<file path="src/rtl/h6_mul_sequencer.sv">
// Control sequencer for the H6 shift-add multiplier: load, 16 x (P2,P3,P4) iterations,
// then a two-cycle write-back of the 32-bit product over the S bus. All outputs are registered.
module h6_mul_sequencer (
   input  logic       CLK,
   input  logic       CLR,
   input  logic       start,
   input  logic       abort,
   input  logic [2:0] src_a,
   input  logic [2:0] dst_hi,
   input  logic [2:0] dst_lo,
   output logic [7:0] ra_oh,
   output logic [7:0] sr_oh,
   output logic       B0B,
   output logic       MUL1,
   output logic       MUL2_1,
   output logic       MUL2_2,
   output logic       Rst_H6,
   output logic       inQLK,
   output logic       inTWO,
   output logic       inTHREE,
   output logic       inFOUR,
   output logic       ALS_H6_a,
   output logic       ALS_H6_q,
   output logic       MUL3,
   output logic       busy,
   output logic       done,
   output logic       err
);

   typedef enum logic [3:0] {
      S_IDLE,
      S_LOAD,
      S_P2,
      S_P3,
      S_P4,
      S_WBH,
      S_WBL,
      S_DONE,
      S_ABORT
   } state_t;

   // R5 is backed by the PSW and must never be written from the S bus.
   localparam logic [2:0] PSW_REG = 3'd5;

   state_t     r_state;
   state_t     w_next;
   logic [4:0] r_cnt;
   logic [4:0] w_cntInc;
   logic [2:0] r_dstHi;
   logic [2:0] r_dstLo;

   logic [7:0] w_ra;
   logic [7:0] w_sr;
   logic       w_b0b;
   logic       w_mul1;
   logic       w_mul21;
   logic       w_mul22;
   logic       w_rstH6;
   logic       w_qlk;
   logic       w_two;
   logic       w_three;
   logic       w_four;
   logic       w_alsA;
   logic       w_alsQ;
   logic       w_mul3;
   logic       w_busy;
   logic       w_done;
   logic       w_err;

   assign w_cntInc = r_cnt + 5'd1;

   always_comb begin
      w_next = r_state;
      if (r_state == S_IDLE) begin
         if (start && !abort) begin
            w_next = S_LOAD;
         end
      end else if (abort) begin
         w_next = S_ABORT;
      end else begin
         case (r_state)
            S_LOAD:  w_next = S_P2;
            S_P2:    w_next = S_P3;
            S_P3:    w_next = S_P4;
            S_P4:    w_next = (w_cntInc == 5'd16) ? S_WBH : S_P2;
            S_WBH:   w_next = S_WBL;
            S_WBL:   w_next = S_DONE;
            S_DONE:  w_next = S_IDLE;
            S_ABORT: w_next = S_IDLE;
            default: w_next = S_IDLE;
         endcase
      end
   end

   // Outputs are decoded from the next state so they line up with the state register.
   // LOAD is only entered from IDLE, so src_a is taken straight from the port on that edge.
   always_comb begin
      w_ra    = '0;
      w_sr    = '0;
      w_b0b   = 1'b0;
      w_mul1  = 1'b0;
      w_mul21 = 1'b0;
      w_mul22 = 1'b0;
      w_rstH6 = 1'b0;
      w_qlk   = 1'b0;
      w_two   = 1'b0;
      w_three = 1'b0;
      w_four  = 1'b0;
      w_alsA  = 1'b0;
      w_alsQ  = 1'b0;
      w_mul3  = 1'b0;
      w_busy  = 1'b0;
      w_done  = 1'b0;
      w_err   = 1'b0;
      case (w_next)
         S_LOAD: begin
            w_ra    = 8'd1 << src_a;
            w_b0b   = 1'b1;
            w_mul1  = 1'b1;
            w_mul21 = 1'b1;
            w_mul22 = 1'b1;
            w_rstH6 = 1'b1;
            w_qlk   = 1'b1;
            w_busy  = 1'b1;
         end
         S_P2: begin
            w_two  = 1'b1;
            w_busy = 1'b1;
         end
         S_P3: begin
            w_three = 1'b1;
            w_busy  = 1'b1;
         end
         S_P4: begin
            w_four = 1'b1;
            w_busy = 1'b1;
         end
         S_WBH: begin
            w_alsA = 1'b1;
            w_mul3 = 1'b1;
            w_busy = 1'b1;
            if (r_dstHi != PSW_REG) begin
               w_sr = 8'd1 << r_dstHi;
            end
         end
         S_WBL: begin
            w_alsQ = 1'b1;
            w_mul3 = 1'b1;
            w_busy = 1'b1;
            if (r_dstLo != PSW_REG) begin
               w_sr = 8'd1 << r_dstLo;
            end
         end
         S_DONE: begin
            w_done = 1'b1;
            w_err  = (r_dstHi == PSW_REG) || (r_dstLo == PSW_REG);
         end
         S_ABORT: begin
            w_rstH6 = 1'b1;
         end
         default: begin
         end
      endcase
   end

   always_ff @(posedge CLK or negedge CLR) begin
      if (!CLR) begin
         r_state <= S_IDLE;
         r_cnt   <= '0;
         r_dstHi <= '0;
         r_dstLo <= '0;
      end else begin
         r_state <= w_next;
         if (w_next == S_LOAD) begin
            r_cnt   <= '0;
            r_dstHi <= dst_hi;
            r_dstLo <= dst_lo;
         end else if (r_state == S_P4 && !abort) begin
            r_cnt <= w_cntInc;
         end
      end
   end

   always_ff @(posedge CLK or negedge CLR) begin
      if (!CLR) begin
         ra_oh    <= '0;
         sr_oh    <= '0;
         B0B      <= 1'b0;
         MUL1     <= 1'b0;
         MUL2_1   <= 1'b0;
         MUL2_2   <= 1'b0;
         Rst_H6   <= 1'b0;
         inQLK    <= 1'b0;
         inTWO    <= 1'b0;
         inTHREE  <= 1'b0;
         inFOUR   <= 1'b0;
         ALS_H6_a <= 1'b0;
         ALS_H6_q <= 1'b0;
         MUL3     <= 1'b0;
         busy     <= 1'b0;
         done     <= 1'b0;
         err      <= 1'b0;
      end else begin
         ra_oh    <= w_ra;
         sr_oh    <= w_sr;
         B0B      <= w_b0b;
         MUL1     <= w_mul1;
         MUL2_1   <= w_mul21;
         MUL2_2   <= w_mul22;
         Rst_H6   <= w_rstH6;
         inQLK    <= w_qlk;
         inTWO    <= w_two;
         inTHREE  <= w_three;
         inFOUR   <= w_four;
         ALS_H6_a <= w_alsA;
         ALS_H6_q <= w_alsQ;
         MUL3     <= w_mul3;
         busy     <= w_busy;
         done     <= w_done;
         err      <= w_err;
      end
   end

endmodule

</file>
<file path="config.mk">
export PLATFORM = sky130hd
export DESIGN_NAME = h6_mul_sequencer
export DESIGN_NICKNAME = d
export VERILOG_FILES = /design/src/rtl/h6_mul_sequencer.sv
export SDC_FILE = /design/constraint.sdc
export NUM_CORES = 1
export LEC_CHECK = 0
export ABC_CLOCK_PERIOD_IN_PS = 2100
export CAP_MARGIN = 20
export CORE_UTILIZATION = 48
export CTS_CLUSTER_DIAMETER = 30
export DETAILED_ROUTE_END_ITERATION = 6
export GPL_TIMING_DRIVEN = 0
export PLACE_DENSITY = 0.88
export SLEW_MARGIN = 25
export SYNTH_ARGS = -nofsm -noshare
export SYNTH_HDL_FRONTEND = slang
export SYNTH_SLANG_ARGS = --single-unit
</file>
<file path="constraint.sdc">
create_clock -name CLK -period 2.1 [get_ports CLK]
set_clock_uncertainty 0.15 [all_clocks]
set_input_delay 0.42 -clock CLK [delete_from_list [all_inputs] [get_ports CLK]]
set_output_delay 0.42 -clock CLK [all_outputs]
set_load 0.02 [all_outputs]
</file>
# Word-level counts from Yosys, hierarchy flattened
# Index checks and enable logic that the tools add are counted.
[op_classes]
n_addsub = 1
multipliers = 0
n_div = 0
magnitude_cmp = 0
n_eq_ne = 19
n_shift = 3
muxes = 22
bitwise = 0
n_reduce_logical = 9
[op_table]
columns = ["operator", "count"]
rows = [
  ["4-bit by 3-bit == test with 1-bit output (second input constant)", 7],
  ["8-bit two-way mux", 3],
  ["1-bit by 3-bit left shift with 8-bit output (first input constant)", 3],
  ["3-bit one-hot mux with 6 select lines", 1],
  ["4-bit by 2-bit == test with 1-bit output (second input constant)", 4],
  ["8-bit one-hot mux with 2 select lines", 1],
  ["4-bit two-way mux", 3],
  ["1-bit two-way mux", 11],
  ["5-bit two-way mux", 2],
  ["4-bit by 1-bit == test with 1-bit output (second input constant)", 2],
  ["3-bit == test (second input constant)", 2],
  ["3-bit inequality test (second input constant)", 2],
  ["6-bit OR reduction", 1],
  ["5-bit by 1-bit adder with 5-bit output (second input constant)", 1],
  ["5-bit == test (second input constant)", 1],
  ["4-bit == test (second input constant)", 1],
  ["4-bit logical NOT", 1],
  ["2-bit OR reduction", 2],
  ["3-bit two-way mux", 1],
  ["1-bit logical AND", 2],
  ["2-bit nonzero test", 1],
  ["1-bit logical NOT", 1],
  ["1-bit logical OR", 1],
]
[totals]
ff_bits = 42
latch_bits = 0
ram_bits = 0
rom_bits = 0
elab_cells = 71
n_memories = 0

# Depth between registers and ports, before layout
# Gate-level depths: netlist of the first run.
[logic_depth]
word_depth = 9
depth_mapped = 7
ltp_nobuf = 6

# Worst setup path after synthesis of the first run
# No wires, ideal clock.
[synth_timing]
path_kind = "register to register"
startpoint = "reg r_state[0]"
endpoint = "reg sr_oh[0]"
setup_ns = 0.103
t_arrival_ns = 1.692
required_ns = 1.847
slack_ns = 0.155
stages_incl_launch_ff = 6
period_less_slack_ns = 1.945
cell_sequence = "dfrtp_1 -> buf_6 -> or3_4 -> or3_1 -> o22a_4 -> o41ai_2"
[synth_via]
elab_chain_cells = 6
word_cells_on_any_way = 14
cone_classes = "eq/ne (8); mux (5); reduce/logical (1)"
[synth_rtl]
columns = ["item", "line", "text"]
rows = [
  ["from (decl)", "45", "state_t r_state;"],
  ["from (signal assigned)", "173", "r_state <= w_next;"],
  ["4-bit by 3-bit == test with 1-bit output (tied with other cells)", "81", "case (r_state)"],
  ["3-bit one-hot mux with 6 select lines", "81", ""],
  ["4-bit two-way mux", "78", "end else if (abort) begin"],
  ["4-bit two-way mux (*)", "74", "if (r_state == S_IDLE) begin"],
  ["4-bit by 3-bit == test with 1-bit output", "115", "case (w_next)"],
  ["8-bit one-hot mux with 2 select lines (*)", "115", ""],
  ["named net w_sr[0]", "53", "logic [7:0] w_sr;"],
  ["to (signal assigned)", "205", "sr_oh <= w_sr;"],
  ["to (decl)", "12", "output logic [7:0] sr_oh,"],
]
# The timed path passes the listed nets; every way through them passes the cells marked *.
# A chain may end at the register's enable or synchronous reset.

# Final worst setup path of the first run
[layout_timing]
startpoint = "reg inQLK"
endpoint = "out inQLK"
[layout_rtl]
columns = ["item", "line", "text"]
rows = [
  ["from (decl)", "18", "output logic inQLK,"],
  ["from (signal assigned)", "211", "inQLK <= w_qlk;"],
]
# No word-level cell between the ends.

==> results of run 1 <==
[cell usage in the layout, fill, tap and decap left out, drive strengths merged, types with 5 or more instances in the layout]
cell	count
nor2	16
buf	12
nand2	25
a21oi	5
clkbuf	8
clkdlybuf4s50	39
nand4	7
dfrtp	41
inv	6
[power by group through the flow]
stage	logic [mW]	registers [mW]	clock network [mW]
2_1_floorplan	0.156	0.921	0
3_3_place_gp	0.277	0.913	0
3_5_place_dp	0.291	0.915	0
4_1_cts	0.298	0.900	0.348
5_1_grt	0.333	0.915	0.379
6_report	0.303	0.905	0.339
[flip-flops by register name (all words and copies together), names as in the netlist, 3 cells and up]
signal	flops
r_dstLo	3
sr_oh	7
r_dstHi	3
r_state	4
r_cnt	5
ra_oh	8
[Yosys cell counts (2+ instances only)]
master | n | area share (%)
or2_2 | 2 | 0.72
o22ai_1 | 4 | 1.4
o21ai_0 | 3 | 0.86
nor3_1 | 3 | 0.86
nor4b_1 | 2 | 1.0
nand3_1 | 3 | 0.86
a21oi_1 | 5 | 1.4
o32ai_1 | 2 | 1.0
or3_1 | 3 | 1.1
xor2_1 | 4 | 2.0
dfrtp_1 | 41 | 59
o31ai_1 | 3 | 1.3
nand4_1 | 7 | 2.5
nor3b_1 | 3 | 1.3
nor2_1 | 16 | 3.4
nor4_1 | 2 | 0.72
nand2b_1 | 3 | 1.1
nand2_1 | 25 | 5.4
buf_4 | 5 | 2.2
inv_1 | 6 | 1.3
clkbuf_1 | 3 | 0.65
[kinds of logic (layout without fill, tap and decap cells)]
group | after synthesis | count (layout) | synth area share, %
xor+xnor | 5 | 5 | 2.514
compound gates | 23 | 23 | 9.986
mux | 1 | 1 | 0.6465
simple gates | 74 | 74 | 21.77
flops | 41 | 41 | 58.91
buf+inv | 17 | 70 | 5.244
fa+ha+maj | 1 | 1 | 0.7183
other cells | 1 | 1 | 0.2153
[routing by layer]
metal,global-route usage (%),share of wire (%),up-vias
li1,-,-,675
met1,23.10,41,649
met2,30.08,51,52
met3,5.699,6.4,5
met4,6.105,1.3,0
met5,0,0,-
[path summary, 6_finish.rpt]
check	from	end	slack (ns)
max	inQLK	inQLK	0.04
min	abort	inFOUR	0.23
max reg2reg	r_state[0]	sr_oh[0]	0.05
min reg2reg	r_dstLo[1]	r_dstLo[1]	0.41
max in group asynchronous	CLR	sr_oh[0]	0.96
min in group asynchronous	CLR	inQLK	0.37
[cell type report]
type | instances | area, µm²
plain buffers | 10 | 65.06
clock inverters | 1 | 5.005
inverters | 7 | 26.28
repair buffers | 47 | 480.5
multi-input cells | 105 | 659.4
flip-flops and latches | 41 | 1026
fillers | 252 | 1059
well taps | 46 | 57.56
clock buffers | 5 | 37.54
[timing repair]
action	in CTS	in global routing
pin swaps	0	1
resized for setup	2	6
buffers inserted	0	3
hold endpoints to repair	18	0
hold buffers	1	0
endpoints found under the setup margin	18	16
[metrics by stage]
stage	worst slack, ns	cells
floorplan	0.1547	163
global placement	-0.4298	251
detailed placement	-0.3426	252
CTS	0.03230	259
global route	0.0007875	262
finish	0.04318	262
==> impl_metrics.ini, run 1 <==
[power_and_ir_drop]
ir_drop_v = 0.0004388
pwr-share-seq_pct = 58.5
intPower_mw = 1.093
pwr-share-clk_pct = 21.9
power.switching_uw = 454.6
power_density_mw_per_mm2 = 656.6
sw_frac_of_total_pct = 29.37
p_leak_nw = 1.090
finalPower_mw = 1.548
power_frac_comb_pct = 19.6

[placement]
place_area_mm2 = 0.002242
place.detailed.hpwl_mm = 2.421
place_congestion = 0.8358
portBuffers = 42

[critical_path]
cp_cell_sequence = buf_4 -> clkdlybuf4s50_1
crit_type = flop to output pin
cp_data_arrival_time_ns = 1.49
cp_max_fo = 5
crit_family = buffers and inverters
ff2ff_path_depth = 6
cp.depth = 2
critPathBufInv = 2
max_stage_delay_ns = 0.58
cpMaxStageDelayCell = clkdlybuf4s50_1
end_kind = output pin
critical_path_required_ns = 1.53
cp-start-kind = flop

[cts]
cts_made_buffers = 5
tritoncts = yes
cts_sinks = 41
clockBufferDepth = 2
root_buffer = clkbuf_4
path_clk_slew_ns = 0.11
clk_latency_ns = 0.34
htree_levels = 2

[global_route]
grt_max_degree = 24
grt-ovfl-total = 0
antenna_found_initial = 0
grt_pass1_wl_mm = 5.540
grt_pass1_vias = 1242
grt_usage_pct = 18.35

[yosys]
syn-num-nets = 177
ys_seq_elements = 41
yosys_warnings = 0
syn_inst = 163
syn_area_per_cell_um2 = 10.69
yosysSeqAreaShare_pct = 58.91
syn_area_mm2 = 0.001742
synth.distinct_cells = 39
synthFlopType = dfrtp_1
async_flop_share_pct = 100.0
synth_edf_count = 0

[cells_and_area]
nNetsFinal = 231
drive_above_1_share_pct = 12.96
fin_area_mm2 = 0.002357
syn2layout_area_growth_pct = 35.34
antenna_cells = 0
final_core_util_pct = 69.01

[timing]
period_minus_slack_ns = 2.057
post-route-period-util_pct = 97.94
clock.fmax_mhz = 486.2
drv_slew = 0
rsz0062_at_grt = false
whs_ns = 0.2303
finalSetupViolCount = 0
finalHoldViolCount = 0
setup_tns_ns = 0

[floorplanning]
start_util_pct = 50.99
coreArea_mm2 = 0.003416
rows = 21
ios = 44
dieWidth_um = 62.24
die_h_um = 62.24
die_area_mm2 = 0.003873

[detailed_routing]
ant_nets = 0
dr_total_vias = 1381
viasPerCell = 5.271
drc = 0
drt_first_pass_iters = 4
wirelength_mm = 3.274
dr.first_iter.drc_count = 33
wl_per_cell_um = 12.50

[flow_run]
maxCapViolCount = 0

[min_path]
whs_path_depth = 2
hold_class = primary input to flop

[outcome]
outcome = finished clean
(Power assumes the default switching activity.)
==> run 2, diff against run 1 <==
TNS_END_PERCENT = 30   (was unset)
==> impl_metrics.ini, run 2 (synthesized netlist as in run 1, its figures left out) <==
[outcome]
outcome = finished clean

[floorplanning]
start_util_pct = 50.99
dieWidth_um = 62.24
die_area_mm2 = 0.003873
die_h_um = 62.24
rows = 21
coreArea_mm2 = 0.003416
ios = 44

[critical_path]
critical_path_required_ns = 2.19
cp-start-kind = flop
end_kind = flop
cp_max_fo = 8
cp_data_arrival_time_ns = 2.16
startpoint = r_state[0]
max_stage_delay_ns = 0.40
rr_startpoint = r_state[0]
critPathBufInv = 1
cp_cell_sequence = buf_6 -> or3_4 -> or3_1 -> o22a_4 -> o41ai_4
cpMaxStageDelayCell = or3_4
crit_family = simple AND/OR/NAND/NOR gates
crit_type = flop to flop

[timing]
rsz0062_at_grt = true
setup_ws_ns = 0.03669
drv_slew = 0
post-route-period-util_pct = 98.25
period_minus_slack_ns = 2.063
finalSetupViolCount = 0
clock.fmax_mhz = 484.7
finalHoldViolCount = 0

[detailed_routing]
dr.first_iter.drc_count = 22
wl_per_cell_um = 12.69
viasPerCell = 5.274
wirelength_mm = 3.286
ant_nets = 0
drc = 0
dr_total_vias = 1366
drt_first_pass_iters = 4

[global_route]
grt-ovfl-total = 0
grt_usage_pct = 18.35
grt_pass1_vias = 1242
antenna_found_initial = 0
grt_max_degree = 24
grt_pass1_wl_mm = 5.540

[cells_and_area]
largest_reg_flops = 8
fin_area_mm2 = 0.002330
largestRegisters = ra_oh: 8 flops, sr_oh: 7 flops, r_cnt: 5 flops
antenna_cells = 0
multi_input_area_um2 = 659.4
nFillCells = 254
syn2layout_area_growth_pct = 33.76
final_common_cell = dfrtp_1
layout_common_cells = dfrtp_1, clkdlybuf4s50_1, nand2_1, nor2_1, nand4_1
regArea_mm2 = 0.001026
nNetsFinal = 228
largest_register = ra_oh
drive_above_1_share_pct = 12.21

[cts]
cts_made_buffers = 5
cts_sinks = 41
path_clk_slew_ns = 0.10
clockBufferDepth = 2
tritoncts = yes
root_buffer = clkbuf_4
clk_latency_ns = 0.34
postCtsSetupBuffers = 0
htree_levels = 2

[placement]
portBuffers = 42
pre_cts_slack_ns = -0.3426
place_congestion = 0.8358
place_area_mm2 = 0.002242
place.detailed.hpwl_mm = 2.421

[min_path]
hp-start = abort
hold_class = primary input to flop

[power_and_ir_drop]
p_leak_nw = 1.059
power_density_mw_per_mm2 = 664.9
ir_drop_v = 0.0004405

[flow_run]
maxCapViolCount = 0
[run 2: cell count changes in the layout (fill, tap and decap cells not counted), sizes merged]
cell,delta
buf,-2
dlymetal6s2s,-1
[run 2: stage by stage]
step | hold WS (ns) | cells | power (mW) | utilization (%) | TNS (ns)
floorplan | -0.02559 | 163 | 1.077 | - | 0
global placement | 0.3779 | 251 | 1.190 | 64.98 | -20.50
detailed placement | 0.2371 | 252 | 1.207 | 65.64 | -4.903
CTS | 0.3872 | 259 | 1.546 | 67.40 | 0
global route | 0.2539 | 259 | 1.626 | 68.21 | -0.01727
finish | 0.2347 | 259 | 1.549 | 68.21 | 0
[run 2: layout make-up]
class | instances | area share (%)
plain buffers | 10 | 2.793
clock buffers | 5 | 1.611
clock inverters | 1 | 0.2148
inverters | 7 | 1.128
multi-input cells | 105 | 28.30
flip-flops and latches | 41 | 44.04
well taps | 46 | 2.470
repair buffers | 44 | 19.44
[run 2: where the power goes]
| group | switching, mW | internal, mW | leakage [nW] |
|---|---|---|---|
| Sequential | 0.0614 | 0.844 | 0.557 |
| Combinational | 0.172 | 0.132 | 0.474 |
| Clock | 0.224 | 0.116 | 0.0269 |
| Total | 0.457 | 1.09 | 1.06 |
[run 2: path summary, 6_finish.rpt]
kind	cells after the start	slack, ns	end
worst max register to register	5	0.04	sr_oh[0]
min in group asynchronous	2	0.37	inQLK
worst max-delay path	5	0.04	sr_oh[0]
worst min register to register	2	0.42	r_dstLo[1]
max in group asynchronous	3	0.96	r_dstHi[0]
worst min-delay path	2	0.23	inFOUR
[run 2: what timing repair did]
item,4_1_cts,5_1_grt
hold buffers,1,0
gates cloned,0,0
resized for setup,2,6
setup endpoints to repair,18,16
endpoints found under the hold margin,18,0
[run 2: routing by layer]
| metal | global-route usage, % | up-vias | routed length, µm |
|---|---|---|---|
| li1 | - | 667 | - |
| met1 | 23.10 | 653 | 1375 |
| met2 | 30.08 | 41 | 1698 |
| met3 | 5.699 | 5 | 166 |
| met4 | 6.105 | 0 | 46 |
| met5 | 0 | - | 0 |
[run 2: worst register-to-register path, cell delays in order, from the launching register on]
cell and delay, ns:
dfrtp_1 0.39, buf_6 0.14, or3_4 0.41, or3_1 0.37
o22a_4 0.24, o41ai_4 0.28
